`src/rtl/vlsu_txn_dispatcher.sv`:
```
// vlsu_txn_dispatcher
//   Routes transaction-control flits from the ControlMachine to NrUnits
//   execution units through one registered FIFO per unit. Tracks queued
//   (occ) and in-flight (infl) transactions per unit, caps the total
//   outstanding work at MaxOutstanding and raises the CM update pulse on
//   every unit handshake.
//
// Build option:
//   VLSU_DISPATCH_ORDER_EN - when defined, a global order queue records the
//   destination unit of every accepted flit. Only the unit at its head may
//   present a flit, and only while every other unit has nothing in flight.
//   This serialises units so loads and stores cannot overtake each other.
//
// Ports:
//   clk_i, rst_i          clock, synchronous active-high reset
//   flush_i               drop every queued (not yet popped) flit
//   in_valid_i/in_ready_o input handshake; in_unit_i selects the unit,
//                         in_data_i is the payload
//   out_valid_o/out_ready_i  per-unit output handshake
//   out_data_o            per-unit head payload, unit u at [u*DataWidth +: DataWidth]
//   cmpl_i                per-unit completion pulse (retires one in-flight txn)
//   update_o              any output handshake this cycle
//   outstanding_o         total queued + in-flight
//   idle_o                nothing queued or in flight
//   err_o                 sticky protocol error (bad unit, spurious completion)

module vlsu_txn_dispatcher #(
  parameter int unsigned NrUnits        = 2,
  parameter int unsigned DataWidth      = 64,
  parameter int unsigned FifoDepth      = 4,
  parameter int unsigned MaxOutstanding = 8,
  localparam int unsigned UnitW = (NrUnits > 1) ? $clog2(NrUnits) : 1,
  localparam int unsigned OutW  = $clog2(MaxOutstanding + 1)
) (
  input  logic                           clk_i,
  input  logic                           rst_i,
  input  logic                           flush_i,
  input  logic                           in_valid_i,
  output logic                           in_ready_o,
  input  logic [UnitW-1:0]               in_unit_i,
  input  logic [DataWidth-1:0]           in_data_i,
  output logic [NrUnits-1:0]             out_valid_o,
  input  logic [NrUnits-1:0]             out_ready_i,
  output logic [NrUnits*DataWidth-1:0]   out_data_o,
  input  logic [NrUnits-1:0]             cmpl_i,
  output logic                           update_o,
  output logic [OutW-1:0]                outstanding_o,
  output logic                           idle_o,
  output logic                           err_o
);

  localparam int unsigned PtrW = $clog2(FifoDepth);
  localparam int unsigned CntW = $clog2(FifoDepth + 1);

  logic [DataWidth-1:0] mem_q    [NrUnits][FifoDepth];
  logic [PtrW-1:0]      rd_ptr_q [NrUnits];
  logic [PtrW-1:0]      rd_ptr_d [NrUnits];
  logic [PtrW-1:0]      wr_ptr_q [NrUnits];
  logic [PtrW-1:0]      wr_ptr_d [NrUnits];
  logic [CntW-1:0]      occ_q    [NrUnits];
  logic [CntW-1:0]      occ_d    [NrUnits];
  logic [OutW-1:0]      infl_q   [NrUnits];
  logic [OutW-1:0]      infl_d   [NrUnits];
  logic                 err_q, err_d;

  logic [NrUnits-1:0]   full, empty, push, pop, cmpl_ok, ord_ok;
  logic                 unit_in_range, unit_full, accept;
  logic [OutW-1:0]      out_sum;

  // --------------------------------------------------------------------
  // Status and input handshake
  // --------------------------------------------------------------------
  always_comb begin
    for (int u = 0; u < NrUnits; u++) begin
      full[u]  = (occ_q[u] == CntW'(FifoDepth));
      empty[u] = (occ_q[u] == '0);
    end
  end

  // occ and infl never exceed the cap, so summing in OutW bits cannot wrap.
  always_comb begin
    out_sum = '0;
    for (int u = 0; u < NrUnits; u++) begin
      out_sum = out_sum + OutW'(occ_q[u]) + infl_q[u];
    end
  end

  assign outstanding_o = out_sum;
  assign idle_o        = (out_sum == '0);
  assign err_o         = err_q;

  assign unit_in_range = (32'(in_unit_i) < NrUnits);
  assign unit_full     = unit_in_range ? full[in_unit_i] : 1'b0;

  // An out-of-range unit is still "accepted" so the CM is not stalled; the
  // flit is dropped and flagged through err_o.
  assign in_ready_o = !rst_i && !flush_i &&
                      (out_sum < OutW'(MaxOutstanding)) && !unit_full;
  assign accept     = in_valid_i && in_ready_o;

  always_comb begin
    for (int u = 0; u < NrUnits; u++) begin
      push[u] = accept && unit_in_range && (in_unit_i == UnitW'(u));
    end
  end

  // --------------------------------------------------------------------
  // Optional global ordering
  // --------------------------------------------------------------------
`ifdef VLSU_DISPATCH_ORDER_EN
  localparam int unsigned OrdDepth = NrUnits * FifoDepth;
  localparam int unsigned OrdPtrW  = (OrdDepth > 1) ? $clog2(OrdDepth) : 1;
  localparam int unsigned OrdCntW  = $clog2(OrdDepth + 1);

  logic [UnitW-1:0]   oq_mem_q [OrdDepth];
  logic [OrdPtrW-1:0] oq_rd_q, oq_rd_d, oq_wr_q, oq_wr_d;
  logic [OrdCntW-1:0] oq_cnt_q, oq_cnt_d;
  logic [UnitW-1:0]   head_unit;
  logic               others_busy, oq_push, oq_pop;

  assign head_unit = oq_mem_q[oq_rd_q];
  assign oq_push   = |push;
  // Only the head unit can be valid, so at most one pop per cycle.
  assign oq_pop    = |pop;

  always_comb begin
    others_busy = 1'b0;
    for (int v = 0; v < NrUnits; v++) begin
      if ((UnitW'(v) != head_unit) && (infl_q[v] != '0)) begin
        others_busy = 1'b1;
      end
    end
    for (int u = 0; u < NrUnits; u++) begin
      ord_ok[u] = (oq_cnt_q != '0) && (head_unit == UnitW'(u)) && !others_busy;
    end
  end

  always_comb begin
    oq_rd_d  = oq_rd_q;
    oq_wr_d  = oq_wr_q;
    oq_cnt_d = oq_cnt_q + OrdCntW'(oq_push) - OrdCntW'(oq_pop);
    if (oq_push) begin
      oq_wr_d = (32'(oq_wr_q) == OrdDepth - 1) ? '0 : oq_wr_q + OrdPtrW'(1);
    end
    if (oq_pop) begin
      oq_rd_d = (32'(oq_rd_q) == OrdDepth - 1) ? '0 : oq_rd_q + OrdPtrW'(1);
    end
    if (flush_i) begin
      oq_rd_d  = '0;
      oq_wr_d  = '0;
      oq_cnt_d = '0;
    end
  end

  always_ff @(posedge clk_i) begin
    if (rst_i) begin
      oq_rd_q  <= '0;
      oq_wr_q  <= '0;
      oq_cnt_q <= '0;
    end else begin
      oq_rd_q  <= oq_rd_d;
      oq_wr_q  <= oq_wr_d;
      oq_cnt_q <= oq_cnt_d;
    end
  end

  always_ff @(posedge clk_i) begin
    if (oq_push) begin
      oq_mem_q[oq_wr_q] <= in_unit_i;
    end
  end
`else
  assign ord_ok = '1;
`endif

  // --------------------------------------------------------------------
  // Output side
  // --------------------------------------------------------------------
  // Flush suppresses presentation so nothing pops from a FIFO being cleared.
  assign out_valid_o = ~empty & ord_ok & {NrUnits{!rst_i && !flush_i}};
  assign pop         = out_valid_o & out_ready_i;
  assign update_o    = |pop;

  always_comb begin
    out_data_o = '0;
    for (int u = 0; u < NrUnits; u++) begin
      out_data_o[u*DataWidth +: DataWidth] = mem_q[u][rd_ptr_q[u]];
    end
  end

  // A completion is legal if something is in flight or is being popped in
  // the same cycle; otherwise it is ignored and flagged.
  always_comb begin
    for (int u = 0; u < NrUnits; u++) begin
      cmpl_ok[u] = cmpl_i[u] && ((infl_q[u] != '0) || pop[u]);
    end
  end

  // --------------------------------------------------------------------
  // Next-state
  // --------------------------------------------------------------------
  always_comb begin
    err_d = err_q;
    if (accept && !unit_in_range) begin
      err_d = 1'b1;
    end
    for (int u = 0; u < NrUnits; u++) begin
      rd_ptr_d[u] = pop[u]  ? rd_ptr_q[u] + PtrW'(1) : rd_ptr_q[u];
      wr_ptr_d[u] = push[u] ? wr_ptr_q[u] + PtrW'(1) : wr_ptr_q[u];
      occ_d[u]    = occ_q[u] + CntW'(push[u]) - CntW'(pop[u]);
      infl_d[u]   = infl_q[u] + OutW'(pop[u]) - OutW'(cmpl_ok[u]);
      if (cmpl_i[u] && !cmpl_ok[u]) begin
        err_d = 1'b1;
      end
      // In-flight work is already at the unit and survives a flush.
      if (flush_i) begin
        rd_ptr_d[u] = '0;
        wr_ptr_d[u] = '0;
        occ_d[u]    = '0;
      end
    end
  end

  always_ff @(posedge clk_i) begin
    if (rst_i) begin
      err_q <= 1'b0;
      for (int u = 0; u < NrUnits; u++) begin
        rd_ptr_q[u] <= '0;
        wr_ptr_q[u] <= '0;
        occ_q[u]    <= '0;
        infl_q[u]   <= '0;
      end
    end else begin
      err_q <= err_d;
      for (int u = 0; u < NrUnits; u++) begin
        rd_ptr_q[u] <= rd_ptr_d[u];
        wr_ptr_q[u] <= wr_ptr_d[u];
        occ_q[u]    <= occ_d[u];
        infl_q[u]   <= infl_d[u];
      end
    end
  end

  // Payload storage needs no reset; validity is carried by occ.
  always_ff @(posedge clk_i) begin
    for (int u = 0; u < NrUnits; u++) begin
      if (push[u]) begin
        mem_q[u][wr_ptr_q[u]] <= in_data_i;
      end
    end
  end

endmodule

```
`config.mk`:
```
export PLATFORM = sky130hd
export DESIGN_NAME = vlsu_txn_dispatcher
export DESIGN_NICKNAME = d
export VERILOG_FILES = /design/src/rtl/vlsu_txn_dispatcher.sv
export SDC_FILE = /design/constraint.sdc
export NUM_CORES = 1
export LEC_CHECK = 0
export BUFFER_PORTS_ARGS = -buffer_cell sky130_fd_sc_hd__buf_4
export CELL_PAD_IN_SITES_DETAIL_PLACEMENT = 2
export CELL_PAD_IN_SITES_GLOBAL_PLACEMENT = 2
export CORE_UTILIZATION = 35
export DETAILED_ROUTE_END_ITERATION = 6
export GPL_TIMING_DRIVEN = 0
export PLACE_DENSITY = 0.72
export SLEW_MARGIN = 25
export SYNTH_ARGS = -nofsm -noshare
export SYNTH_HDL_FRONTEND = slang
export SYNTH_SLANG_ARGS = --single-unit
export TNS_END_PERCENT = 10
```
`constraint.sdc`:
```
create_clock -name clk_i -period 5.5 [get_ports clk_i]
set_input_delay 1.1 -clock clk_i [delete_from_list [all_inputs] [get_ports clk_i]]
set_output_delay 1.1 -clock clk_i [all_outputs]
set_load 0.01 [all_outputs]
```
* Word level (Yosys, flattened, before mapping)
Memories as Yosys holds them, arrays and structs flattened. Cells that the tools add are included.
Operators by class: add/subtract/negate cells 15, multipliers 0, divide/modulo/power cells 0, order comparisons 8, eq/ne operators 2, shift-type cells 0, muxes and demuxes 42, bitwise gates (word level) 16, reduce and logical (&&, ||, !) cells 27
Operators by type and width (number):
- 256-bit 2-to-1 mux | 4
- 64-bit 2-to-1 mux | 6
- 64-bit binary-select mux with 2-bit select | 2
- 64-bit demux with 2-bit select | 2
- 256-bit OR reduction | 1
- 2-bit 2-to-1 mux | 12
- 3-bit greater-or-equal comparator (second input constant) | 4
- 1-bit logical AND | 12
- 3-bit 2-to-1 mux | 4
- 2-bit inverter with 3-bit output | 4
- 1-bit 2-to-1 mux | 10
- 2-bit by 1-bit adder with 2-bit output (second input constant) | 4
- 4-bit by 1-bit adder with 4-bit output | 2
- 4-bit 2-to-1 mux | 2
- 1-bit OR | 8
- 4-bit nonzero test | 2
- 4-bit by 1-bit subtractor with 4-bit output | 2
- 3-bit by 1-bit adder with 3-bit output | 2
- 3-bit equality test (second input constant) | 2
- 3-bit zero test | 2
- 3-bit by 1-bit less-than comparator with 1-bit output (second input constant) | 2
- 3-bit by 1-bit subtractor with 3-bit output | 2
- 1-bit zero test | 5
- 3-bit by 4-bit adder with 4-bit output | 1
- 11 further kinds | 13
Word-level totals: bits in registers 1, bits in latches 0, memory bits (writable) 534, memory bits (read-only) 0, output and inout bits 138, word-level logic and storage cells 116, memories kept 5
Memories:
- mem_q | depth 2, bits a word 256, rd ports 2, clocked after memory_dff 0, wr ports 1, RTL line 55 | logic [DataWidth-1:0] mem_q [NrUnits][FifoDepth];
- infl_q | depth 2, bits a word 4, rd ports 2, clocked after memory_dff 0, wr ports 2, RTL line 62 | logic [OutW-1:0] infl_q [NrUnits];
- occ_q | depth 2, bits a word 3, rd ports 2, clocked after memory_dff 0, wr ports 2, RTL line 60 | logic [CntW-1:0] occ_q [NrUnits];
- rd_ptr_q | depth 2, bits a word 2, rd ports 2, clocked after memory_dff 0, wr ports 2, RTL line 56 | logic [PtrW-1:0] rd_ptr_q [NrUnits];
- wr_ptr_q | depth 2, bits a word 2, rd ports 2, clocked after memory_dff 0, wr ports 2, RTL line 58 | logic [PtrW-1:0] wr_ptr_q [NrUnits];

* Logic depth before layout (Yosys ltp)
An unclocked memory read counts as a cell.
depth after elaboration 13, mapped depth 15

* Least setup slack after synthesis
OpenSTA, ideal clock, no wires.
path type register to register, from mem infl_q[0][1] in the netlist's numbering, to mem mem_q[0][0] in the netlist's numbering, enable pin, library setup time 0.429 ns, arrival 4.409 ns, setup slack 0.662 ns, cell stages (with the launch flop) 11, buffers on the path 0, period minus slack after synthesis 4.838 ns, cell sequence dfxtp_1 inv_1 fa_1 fa_1 inv_1 ha_1 fa_1 xor2_2 xnor2_4 nor3_4 and2_1
RTL lines (RTL line):
- start: declaration | 62
- end: declaration | 55

==> metrics.txt <==
Ports ~210; Leak a little over 8 nW; Worst Hold Depth 2; RSZ-0062 raised after global routing no; # hold bufs at CTS 0; routed vias/inst a little under 5; GR Util All Layers 17.8%; area grow syn2layout 22.9%; Startpoint Class flip-flop; Slew @ Worst Pin approximately 0.85 ns; First-pass DRT Iterations 4; met2 routed WL ~27000 um; max-slew violation count 0; post-synth net total 954; hold worst-path end wr_ptr_q[0][1]; vias in the first global route ~11000; fin crit share 86.9%; Max Freq around 0.21 GHz; commonest non-fill, non-tap cells in the layout edfxtp_1, buf_4, mux4_2; Distinct cells, synth 33; Synth area leaders edfxtp_1, mux4_2, dfxtp_1; Setup CP Type flip-flop to output port; FILL cells between 5000 and 6000; Worst Clk Skew between 0.02 and 0.025 ns; routed length on met3 between 2000 and 2500 um; Synth Instances around 850; share of cells above drive strength 1 38.9%; row cnt 87; CTS tree yes; pwr dens about 370 mW/mm^2; Max Cap Violations 0; PostCTS Resize Cnt 0; wl on met1 ~21000 um; Detail Route Antenna Nets 0; reg2reg setup slack between 1 and 1.5 ns; DRT Wirelength approximately 51000 um; HPWL Detailed roughly 32000 um; total CTS buffers 57; sequential share of the synthesized area about four fifths; #FFs+latches synth approximately 540; dpl cells 1824; first-pass GRT wire length 73600 um; post-synth top area cell edfxtp_1; routability cong. roughly 0.71; setup violators final 0; final setup TNS 0 ns; Cell Count, Final, Fillers Out 1929; ANT cells 0; endpoints failing hold 0; Peak supply drop ~0.29 mV; CTS Sinks ~540; Reg2Reg Depth 11; top sig layer met4; CTS clk-pin slew, worst paths about 0.060 ns; largest net degree at the start of global routing 37; Die X-Extent approximately 240 um; Port Buf Inserts 210; clk buf depth 3; Final nets roughly 1200; Iteration-0 DRC Markers 520; Warnings, synthesis 0; Die Y roughly 240 um; DIE AREA ~0.058 mm^2; HP Start wr_ptr_q[0][1]; storage element area 0.0158 mm^2; initial antenna violation count 0; root buf cell clkbuf_16; CORE AREA 0.0565 mm^2; Avg Cell Area, Syn ~24 um^2; area occupied by multi-input gates roughly 0.0040 mm^2; CP Capture Type output port; status completed; Wirelength per Cell approximately 26 um; crit-path max FO 5; GRT overflow 0; worst min-delay path class flip-flop to flip-flop; Syn Std Cell Area around 0.02 mm^2; commonest non-fill, non-tap cell in the layout edfxtp_1; Reg-to-Reg End mem_q[0][187]; worst skew pair latency ~0.6 ns; fin crit period approximately 4.8 ns; CP arrival approximately 3.7 ns; area share of the largest cell type after synthesis 76.6%; fin util between 40% and 50%; Initial Utilization roughly 36%; CP required about 4.4 ns; DRC violations left 0; headroom to the max-slew limit between 40% and 50%; via count between 9000 and 10000; H-tree Lvls 2; Worst R2R Start infl_q[0][1]; Power Total roughly 0.0091 W; postcts setup bufs 0
worst max-delay path, stage by stage (launching register included):
cell and delay (ns):
dfxtp_1 0.41, inv_1 0.13, fa_1 0.53, fa_1 0.55, inv_1 0.04, ha_1 0.20, fa_1 0.40, xor2_2 0.25
xnor2_4 0.16, nor3_1 0.24, buf_4 0.16
sequential cells by signal, indices dropped and copies added, names as in the netlist:
signal    count
err_o         1
infl_q        8
mem_q       512
occ_q         6
rd_ptr_q      4
wr_ptr_q      4
cell families after synthesis:
logic type      share of synthesized area (%)
compound gates                          0.324
simple gates                             1.44
mux                                      14.6
fa+ha+maj                                2.49
xor+xnor                                0.861
flops                                    78.9
buf+inv                                  1.38
cells in the mapped netlist:
| cell type | number |
|---|---|
| nor3_4 | 2 |
| nand3_1 | 2 |
| xnor2_1 | 6 |
| buf_2 | 17 |
| and2_1 | 12 |
| mux2i_1 | 4 |
| fa_1 | 10 |
| or3b_2 | 1 |
| buf_1 | 3 |
| a31oi_1 | 2 |
| clkbuf_1 | 11 |
| xnor2_4 | 1 |
| ha_1 | 24 |
| xnor3_2 | 1 |
| edfxtp_1 | 512 |
| a21oi_1 | 4 |
| nand2_1 | 7 |
| xor2_1 | 6 |
| a31o_2 | 1 |
| dfxtp_1 | 23 |
| or2_1 | 1 |
| a21o_1 | 2 |
| a41oi_1 | 1 |
| nor4_1 | 1 |
| nor2b_1 | 2 |
| nor2_1 | 18 |
| mux4_2 | 128 |
| nand4_1 | 3 |
| nand3b_1 | 1 |
| or3_1 | 2 |
| nor3_1 | 1 |
| xor2_2 | 1 |
| inv_1 | 37 |
layout make-up:
| class | instances | area share, % |
|---|---|---|
| clock buffers | 77 | 6.18 |
| well taps | 756 | 3.84 |
| plain buffers | 31 | 0.558 |
| repair buffers | 221 | 7.50 |
| flip-flops and latches | 535 | 64.2 |
| multi-input cells | 244 | 16.1 |
| clock inverters | 28 | 1.05 |
| inverters | 37 | 0.563 |
where the power goes:
group          switching (W)  total (W)  internal [W]
logic               0.000428   0.000810      0.000382
clock network        0.00156    0.00368       0.00212
registers          0.0000447    0.00460       0.00456
total                0.00203    0.00910       0.00706
metrics by stage:
step / hold slack (ns) / area (um^2) / setup slack [ns]
after floorplan: 0.468 / 20100 / 0.662
after CTS: 0.525 / 24700 / 0.639
after global placement: 0.481 / 22600 / -1.40
final: 0.518 / 24700 / 0.720
after detailed placement: 0.512 / 22900 / 0.998
after global routing: 0.552 / 24700 / 0.536
metal layers:
layer  vias to the layer above  track usage, %
met3                        72            2.83
met5                         -               0
met2                       214            31.6
met4                         0            4.85
met1                      5086            22.6
li1                       4068               -
how the worst max path moves through the flow:
| stage | from | end | slack [ns] | cells past startpoint |
|---|---|---|---|---|
| floorplan | infl_q[0][1] | mem_q[0][0] | 0.66 | 10 |
| global placement | infl_q[0][1] | mem_q[0][101] | -1.40 | 10 |
| detailed placement | infl_q[0][1] | mem_q[0][169] | 1.0 | 11 |
| CTS | infl_q[0][1] | in_ready_o | 0.64 | 10 |
| global route | infl_q[0][1] | idle_o | 0.54 | 10 |
| finish | infl_q[0][1] | in_ready_o | 0.72 | 10 |
Power figures use the tool's default switching activity.
